===== config.mk =====
export PLATFORM = sky130hd
export DESIGN_NAME = collision_scanner_flat
export DESIGN_NICKNAME = d
export VERILOG_FILES = /design/src/rtl/collision_scanner_if.sv /design/src/rtl/collision_scanner.sv /design/src/flat_wrapper.sv
export SDC_FILE = /design/constraint.sdc
export NUM_CORES = 1
export LEC_CHECK = 0
export BUFFER_PORTS_ARGS = -buffer_cell sky130_fd_sc_hd__buf_2
export CORE_ASPECT_RATIO = 0.7
export CORE_MARGIN = 3
export CORE_UTILIZATION = 45
export CTS_BUF_LIST = sky130_fd_sc_hd__clkbuf_4 sky130_fd_sc_hd__clkbuf_8
export DETAILED_ROUTE_END_ITERATION = 12
export GPL_ROUTABILITY_DRIVEN = 1
export HOLD_SLACK_MARGIN = 0.12
export PLACE_DENSITY = 0.81
export SLEW_MARGIN = 20
export SYNTH_ARGS = -nofsm -noshare
export SYNTH_HDL_FRONTEND = slang
export SYNTH_SLANG_ARGS = --single-unit
export TNS_END_PERCENT = 50

===== constraint.sdc =====
create_clock -name clock -period 4.6 [get_ports clock]
set_input_delay 0.46 -clock clock [delete_from_list [all_inputs] [get_ports clock]]
set_output_delay 0.46 -clock clock [all_outputs]
set_load 0.01 [all_outputs]

===== src/rtl/collision_scanner_if.sv =====
`default_nettype none
// +----------------------------------------------------------------------+
// | collision_scanner_if                                                 |
// | Bitmap read bus: address/strobe out, reference + object pixels back. |
// | Revision: 1.0                                                        |
// +----------------------------------------------------------------------+
interface collision_scanner_if #(
  parameter int X_W    = 8,
  parameter int Y_W    = 7,
  parameter int NUM_CH = 16
);
  logic              rd_en;
  logic [X_W-1:0]    rd_x;
  logic [Y_W-1:0]    rd_y;
  logic              ref_pix;
  logic [NUM_CH-1:0] ch_pix;

  modport master (output rd_en, rd_x, rd_y, input ref_pix, ch_pix);
  modport slave  (input rd_en, rd_x, rd_y, output ref_pix, ch_pix);
endinterface
`default_nettype wire


===== src/rtl/collision_scanner.sv =====
`default_nettype none
// +----------------------------------------------------------------------+
// | collision_scanner                                                    |
// | Per-frame raster overlap test of a reference layer vs NUM_CH layers. |
// | Option macro: COLLISION_EARLY_EXIT_EN (stop at the first hit pixel). |
// | Revision: 1.0                                                        |
// +----------------------------------------------------------------------+
module collision_scanner #(
  parameter int H_RES  = 160,
  parameter int V_RES  = 120,
  parameter int X_W    = 8,
  parameter int Y_W    = 7,
  parameter int NUM_CH = 16,
  parameter int CH_W   = 4
) (
  input  wire                  clock,
  input  wire                  reset,
  input  wire                  start,
  input  wire                  abort,
  input  wire [NUM_CH-1:0]     ch_en,
  collision_scanner_if.master  mem,
  output logic                 busy,
  output logic                 done,
  output logic                 hit_any,
  output logic [NUM_CH-1:0]    hit_mask,
  output logic [X_W-1:0]       first_x,
  output logic [Y_W-1:0]       first_y,
  output logic [CH_W-1:0]      first_ch
);

`ifdef COLLISION_EARLY_EXIT_EN
  localparam logic c_EARLY_EXIT = 1'b1;
`else
  localparam logic c_EARLY_EXIT = 1'b0;
`endif

  localparam logic [X_W-1:0] c_X_LAST = X_W'(H_RES - 1);
  localparam logic [Y_W-1:0] c_Y_LAST = Y_W'(V_RES - 1);

  typedef enum logic [1:0] {
    S_IDLE  = 2'd0,
    S_SCAN  = 2'd1,
    S_DRAIN = 2'd2,
    S_DONE  = 2'd3
  } state_t;

  state_t            r_state;
  state_t            w_next;
  logic [X_W-1:0]    r_x;
  logic [Y_W-1:0]    r_y;
  logic              r_cmp_valid;
  logic [X_W-1:0]    r_cmp_x;
  logic [Y_W-1:0]    r_cmp_y;
  logic [NUM_CH-1:0] r_ch_en;
  logic [NUM_CH-1:0] r_hit_mask;
  logic              r_hit_any;
  logic [X_W-1:0]    r_first_x;
  logic [Y_W-1:0]    r_first_y;
  logic [CH_W-1:0]   r_first_ch;
  logic [NUM_CH-1:0] w_hit;
  logic              w_first_hit;
  logic              w_last_addr;
  logic [CH_W-1:0]   w_hit_ch;

  assign w_last_addr = (r_x == c_X_LAST) && (r_y == c_Y_LAST);

  // Compare stage sees data for the address issued one cycle earlier.
  assign w_hit       = r_cmp_valid ? (mem.ch_pix & r_ch_en & {NUM_CH{mem.ref_pix}})
                                   : '0;
  assign w_first_hit = (|w_hit) && !r_hit_any;

  always_comb begin
    w_hit_ch = '0;
    for (int i = NUM_CH - 1; i >= 0; i--) begin
      if (w_hit[i]) w_hit_ch = CH_W'(i);
    end
  end

  always_ff @(posedge clock or posedge reset) begin
    if (reset) r_state <= S_IDLE;
    else       r_state <= w_next;
  end

  always_comb begin
    w_next = r_state;
    case (r_state)
      S_IDLE:  if (start) w_next = S_SCAN;
      S_SCAN: begin
        if (abort)                            w_next = S_IDLE;
        else if (c_EARLY_EXIT && w_first_hit) w_next = S_DONE;
        else if (w_last_addr)                 w_next = S_DRAIN;
      end
      S_DRAIN: begin
        if (abort) w_next = S_IDLE;
        else       w_next = S_DONE;
      end
      S_DONE:  w_next = S_IDLE;
      default: w_next = S_IDLE;
    endcase
  end

  // Address counters sit at zero whenever the scan is not continuing.
  always_ff @(posedge clock or posedge reset) begin
    if (reset) begin
      r_x <= '0;
      r_y <= '0;
    end else if (r_state == S_SCAN && w_next == S_SCAN) begin
      if (r_x == c_X_LAST) begin
        r_x <= '0;
        r_y <= r_y + 1'b1;
      end else begin
        r_x <= r_x + 1'b1;
      end
    end else begin
      r_x <= '0;
      r_y <= '0;
    end
  end

  // A read whose scan is being abandoned never reaches the compare stage.
  always_ff @(posedge clock or posedge reset) begin
    if (reset) begin
      r_cmp_valid <= 1'b0;
      r_cmp_x     <= '0;
      r_cmp_y     <= '0;
    end else begin
      r_cmp_valid <= (r_state == S_SCAN) && (w_next == S_SCAN || w_next == S_DRAIN);
      r_cmp_x     <= r_x;
      r_cmp_y     <= r_y;
    end
  end

  always_ff @(posedge clock or posedge reset) begin
    if (reset) begin
      r_ch_en    <= '0;
      r_hit_mask <= '0;
      r_hit_any  <= 1'b0;
      r_first_x  <= '0;
      r_first_y  <= '0;
      r_first_ch <= '0;
    end else if (r_state == S_IDLE && start) begin
      r_ch_en    <= ch_en;
      r_hit_mask <= '0;
      r_hit_any  <= 1'b0;
      r_first_x  <= '0;
      r_first_y  <= '0;
      r_first_ch <= '0;
    end else if ((r_state == S_SCAN || r_state == S_DRAIN) && abort) begin
      r_hit_mask <= '0;
      r_hit_any  <= 1'b0;
      r_first_x  <= '0;
      r_first_y  <= '0;
      r_first_ch <= '0;
    end else if (|w_hit) begin
      r_hit_mask <= r_hit_mask | w_hit;
      r_hit_any  <= 1'b1;
      if (w_first_hit) begin
        r_first_x  <= r_cmp_x;
        r_first_y  <= r_cmp_y;
        r_first_ch <= w_hit_ch;
      end
    end
  end

  assign mem.rd_en = (r_state == S_SCAN);
  assign mem.rd_x  = r_x;
  assign mem.rd_y  = r_y;
  assign busy      = (r_state == S_SCAN) || (r_state == S_DRAIN);
  assign done      = (r_state == S_DONE);
  assign hit_any   = r_hit_any;
  assign hit_mask  = r_hit_mask;
  assign first_x   = r_first_x;
  assign first_y   = r_first_y;
  assign first_ch  = r_first_ch;

endmodule
`default_nettype wire


===== src/flat_wrapper.sv =====
// flat-port wrapper written by rule: the top's interface ports become plain ports
module collision_scanner_flat 
#(
  parameter int H_RES  = 160,
  parameter int V_RES  = 120,
  parameter int X_W    = 8,
  parameter int Y_W    = 7,
  parameter int NUM_CH = 16,
  parameter int CH_W   = 4
)
  (clock, reset, start, abort, ch_en, busy, done, hit_any, hit_mask, first_x, first_y, first_ch, mem_rd_en, mem_rd_x, mem_rd_y, mem_ref_pix, mem_ch_pix);
  collision_scanner_if #(.X_W(X_W), .Y_W(Y_W), .NUM_CH(NUM_CH)) mem_i ();
  input  wire clock;
  input  wire reset;
  input  wire start;
  input  wire abort;
  input  wire [NUM_CH-1:0] ch_en;
  output logic busy;
  output logic done;
  output logic hit_any;
  output logic [NUM_CH-1:0] hit_mask;
  output logic [X_W-1:0] first_x;
  output logic [Y_W-1:0] first_y;
  output logic [CH_W-1:0] first_ch;
  output wire logic [$bits(mem_i.rd_en)-1:0] mem_rd_en;
  output wire logic [$bits(mem_i.rd_x)-1:0] mem_rd_x;
  output wire logic [$bits(mem_i.rd_y)-1:0] mem_rd_y;
  input wire logic [$bits(mem_i.ref_pix)-1:0] mem_ref_pix;
  input wire logic [$bits(mem_i.ch_pix)-1:0] mem_ch_pix;
  assign mem_rd_en = mem_i.rd_en;
  assign mem_rd_x = mem_i.rd_x;
  assign mem_rd_y = mem_i.rd_y;
  assign mem_i.ref_pix = mem_ref_pix;
  assign mem_i.ch_pix = mem_ch_pix;
  collision_scanner #(.H_RES(H_RES), .V_RES(V_RES), .X_W(X_W), .Y_W(Y_W), .NUM_CH(NUM_CH), .CH_W(CH_W)) u_core (.clock(clock), .reset(reset), .start(start), .abort(abort), .ch_en(ch_en), .mem(mem_i), .busy(busy), .done(done), .hit_any(hit_any), .hit_mask(hit_mask), .first_x(first_x), .first_y(first_y), .first_ch(first_ch));
endmodule

==> metrics <==
Comb power frac 0.312; DR vias 2808; hold buffers post-CTS 0; Clock Skew 16.8 ps; hpwl dp 6.15 mm; P_sw 0.790 mW; Worst-path clk slew 90 ps; FFs w/ async S/R, synth 1.00; element type at the critical path end register; Final Setup Violations 0; synth cell count leaders 85 x dfrtp_1, 41 x nand2_1, 36 x nor2_1; worst path arrival time 2910 ps; Total GRT Usage 0.181; synthesized flop and latch total 85; grt met2 use 0.278; Final TNS setup 0 ps; CP Data Required Time 4840 ps; antenna fix cells 0; Fin Hold WS 189 ps; number of synthesized flops with an enable pin 0; I/O pin count 91; vias per inst 5.32; Synth area leader dfrtp_1; Worst VDD drop 0.000231 V; layout cell share with drive strength beyond 1 0.384; post-synthesis sequential area ratio 0.562; total leakage power 2.21 nW; PortBufs 90; first-pass GRT wire length 13.5 mm; Die ar. 9560 µm²; crit-path max FO 11; GRT met3 Usage 0.0452; DR WL/cell 16.1 µm; relative slew slack 0.512; row count 27; outcome finished, final reports clean; Reg power frac 0.459; Post-CTS Setup Bufs 0; Max Freq 374 MHz; YS warnings 0; Final Hold Vio Count 0; Post-Layout Cell Count 528; Worst Hold Class input pin to async pin; Final Wtd Congestion 0.872; crit path kind register to register; die height 82.7 µm; initial DRC count 163; clock power share 0.228; storage element area 2130 µm²; Netlist Area Pre-Place 3780 µm²; Pwr per Cell Area 471 nW/µm²; post-synth cell types 45; Pre-antenna DRT Iters 4; Area growth syn-to-layout 18.2%; Multi-input gate area 1530 µm²; Die W 116 µm; Worst Tran Pin Value 730 ps; WL final 8.49 mm; # nets final 468; period utilization 0.581; clock sinks 85; Gate Count Post-Synth 333; Startpoint Class register; Slew Limit Fails 0; Synth area leaders dfrtp_1 56%, mux2_2 4.8%, nand2_1 4.1%; Mapped Nets 378; met1 GRT Util 0.252; initial antenna violation count 0; Int Power 1.32 mW; Starting Density 0.473; vias in the first global route 2722; TritonCTS Buffers 9; PnR Total Power 2.11 mW; switch share 0.375; fill count 681; total gr overflow 0; cell chosen for the clock root clkbuf_8; top_reg_cell synth dfrtp_1; global routing's busiest layer met2; drt drc 0; max cap viols 0; Cells after DPL 513; share of the synthesized area in the top cell type 0.562; Syn Area/Cell 11.4 µm²; Clock Tree Buf Depth 2; Antenna Nets Post-Route 0; CTS resizes 0; count leader, synth dfrtp_1; final core utilization 0.559; RSZ-0062 raised after global routing no; worst-skew pair later-pin latency 350 ps; Core Footprint 8010 µm²; largest net degree at the start of global routing 44; H-tree Lvls 3; crit path time final 2670 ps; CTS tree built
-- flip-flops by register name (all words and copies together) (netlist names) --
signal,count
u_core.hit_any,1
u_core.mem.rd_x,8
u_core.first_ch,4
u_core.hit_mask,16
u_core.r_state,2
u_core.first_y,7
u_core.mem.rd_y,7
u_core.r_cmp_x,8
u_core.r_cmp_y,7
u_core.first_x,8
u_core.r_cmp_valid,1
u_core.r_ch_en,16
-- cell type report --
class | instances | share of cell area
clock buffer | 11 | 0.0324
clock inverter | 4 | 0.00727
inverter | 9 | 0.00783
multi-input combinational | 225 | 0.343
sequential | 85 | 0.476
tap | 101 | 0.0283
timing repair buffer | 93 | 0.106
-- power groups by stage --
| stage | clock [mW] | sequential (mW) | combinational [mW] |
|---|---|---|---|
| global route | 0.527 | 0.987 | 0.729 |
| global placement | 0 | 0.971 | 0.641 |
| CTS | 0.493 | 0.968 | 0.663 |
| finish | 0.482 | 0.968 | 0.659 |
| detailed placement | 0 | 0.982 | 0.658 |
| floorplan | 0 | 0.971 | 0.501 |
-- per-stage QoR --
step | setup slack (ps) | cell area (µm²)
finish | 1930 | 4470
global route | 1680 | 4470
CTS | 1950 | 4470
detailed placement | 1960 | 4300
global placement | 2110 | 4300
floorplan | 1950 | 3780
-- placed cells by master, fill, tap and decap left out, drive strengths merged, types with 2 or more instances in the layout --
master / count
a41oi: 2
a31oi: 18
ha: 8
nand3: 23
nor2: 36
nor2b: 2
clkinvlp: 2
a22oi: 2
nand4: 5
and3: 4
clkinv: 2
clkbuf: 11
inv: 9
buf: 93
a21oi: 12
dfrtp: 85
or2: 2
o211ai: 2
xor2: 9
mux2: 16
and2: 3
o21ai: 20
xnor2: 3
nand2: 44
-- logic make-up (layout without fill, tap and decap cells) --
group	count (synthesis)	count (layout)	share of synthesized area
xor gates and xnor gates	12	12	0.0278
AOI/OAI and AO/OA	66	66	0.139
and+or+nand+nor	122	122	0.162
adders and majority gates	8	8	0.0265
DFF	85	85	0.562
buffers and inverters	23	117	0.0324
muxes	17	17	0.0503
-- layer usage --
metal / part of all wire / vias to the layer above
li1: - / 1346
met1: 0.46 / 1373
met2: 0.47 / 80
met3: 0.056 / 9
met4: 0.010 / 0
met5: 0 / -
-- worst paths after layout --
check                                   start            endpoint  slack, ps  cells past startpoint
setup / recovery           u_core.mem.rd_x[0]  u_core.mem.rd_x[3]       1930                     10
hold / removal                          reset   u_core.r_state[1]        190                      2
setup reg to reg           u_core.mem.rd_x[0]  u_core.mem.rd_x[3]       1930                     10
hold reg to reg            u_core.mem.rd_x[7]   u_core.r_cmp_x[7]        470                      0
max in group asynchronous               reset   u_core.first_x[4]       3390                      3
min in group clock                  ch_en[13]  u_core.r_ch_en[13]        340                      2
-- worst max-delay path: stages (launching register included) --
cell and delay (ps):
dfrtp_1 430, ha_1 230, and3_1 230, and4_1 400, nand4_1 180, a21oi_1 220
o211ai_1 110, ha_1 210, nand2_1 270, or2_2 230, nor2_1 60
Note: power is estimated with default switching activity, not from simulation.
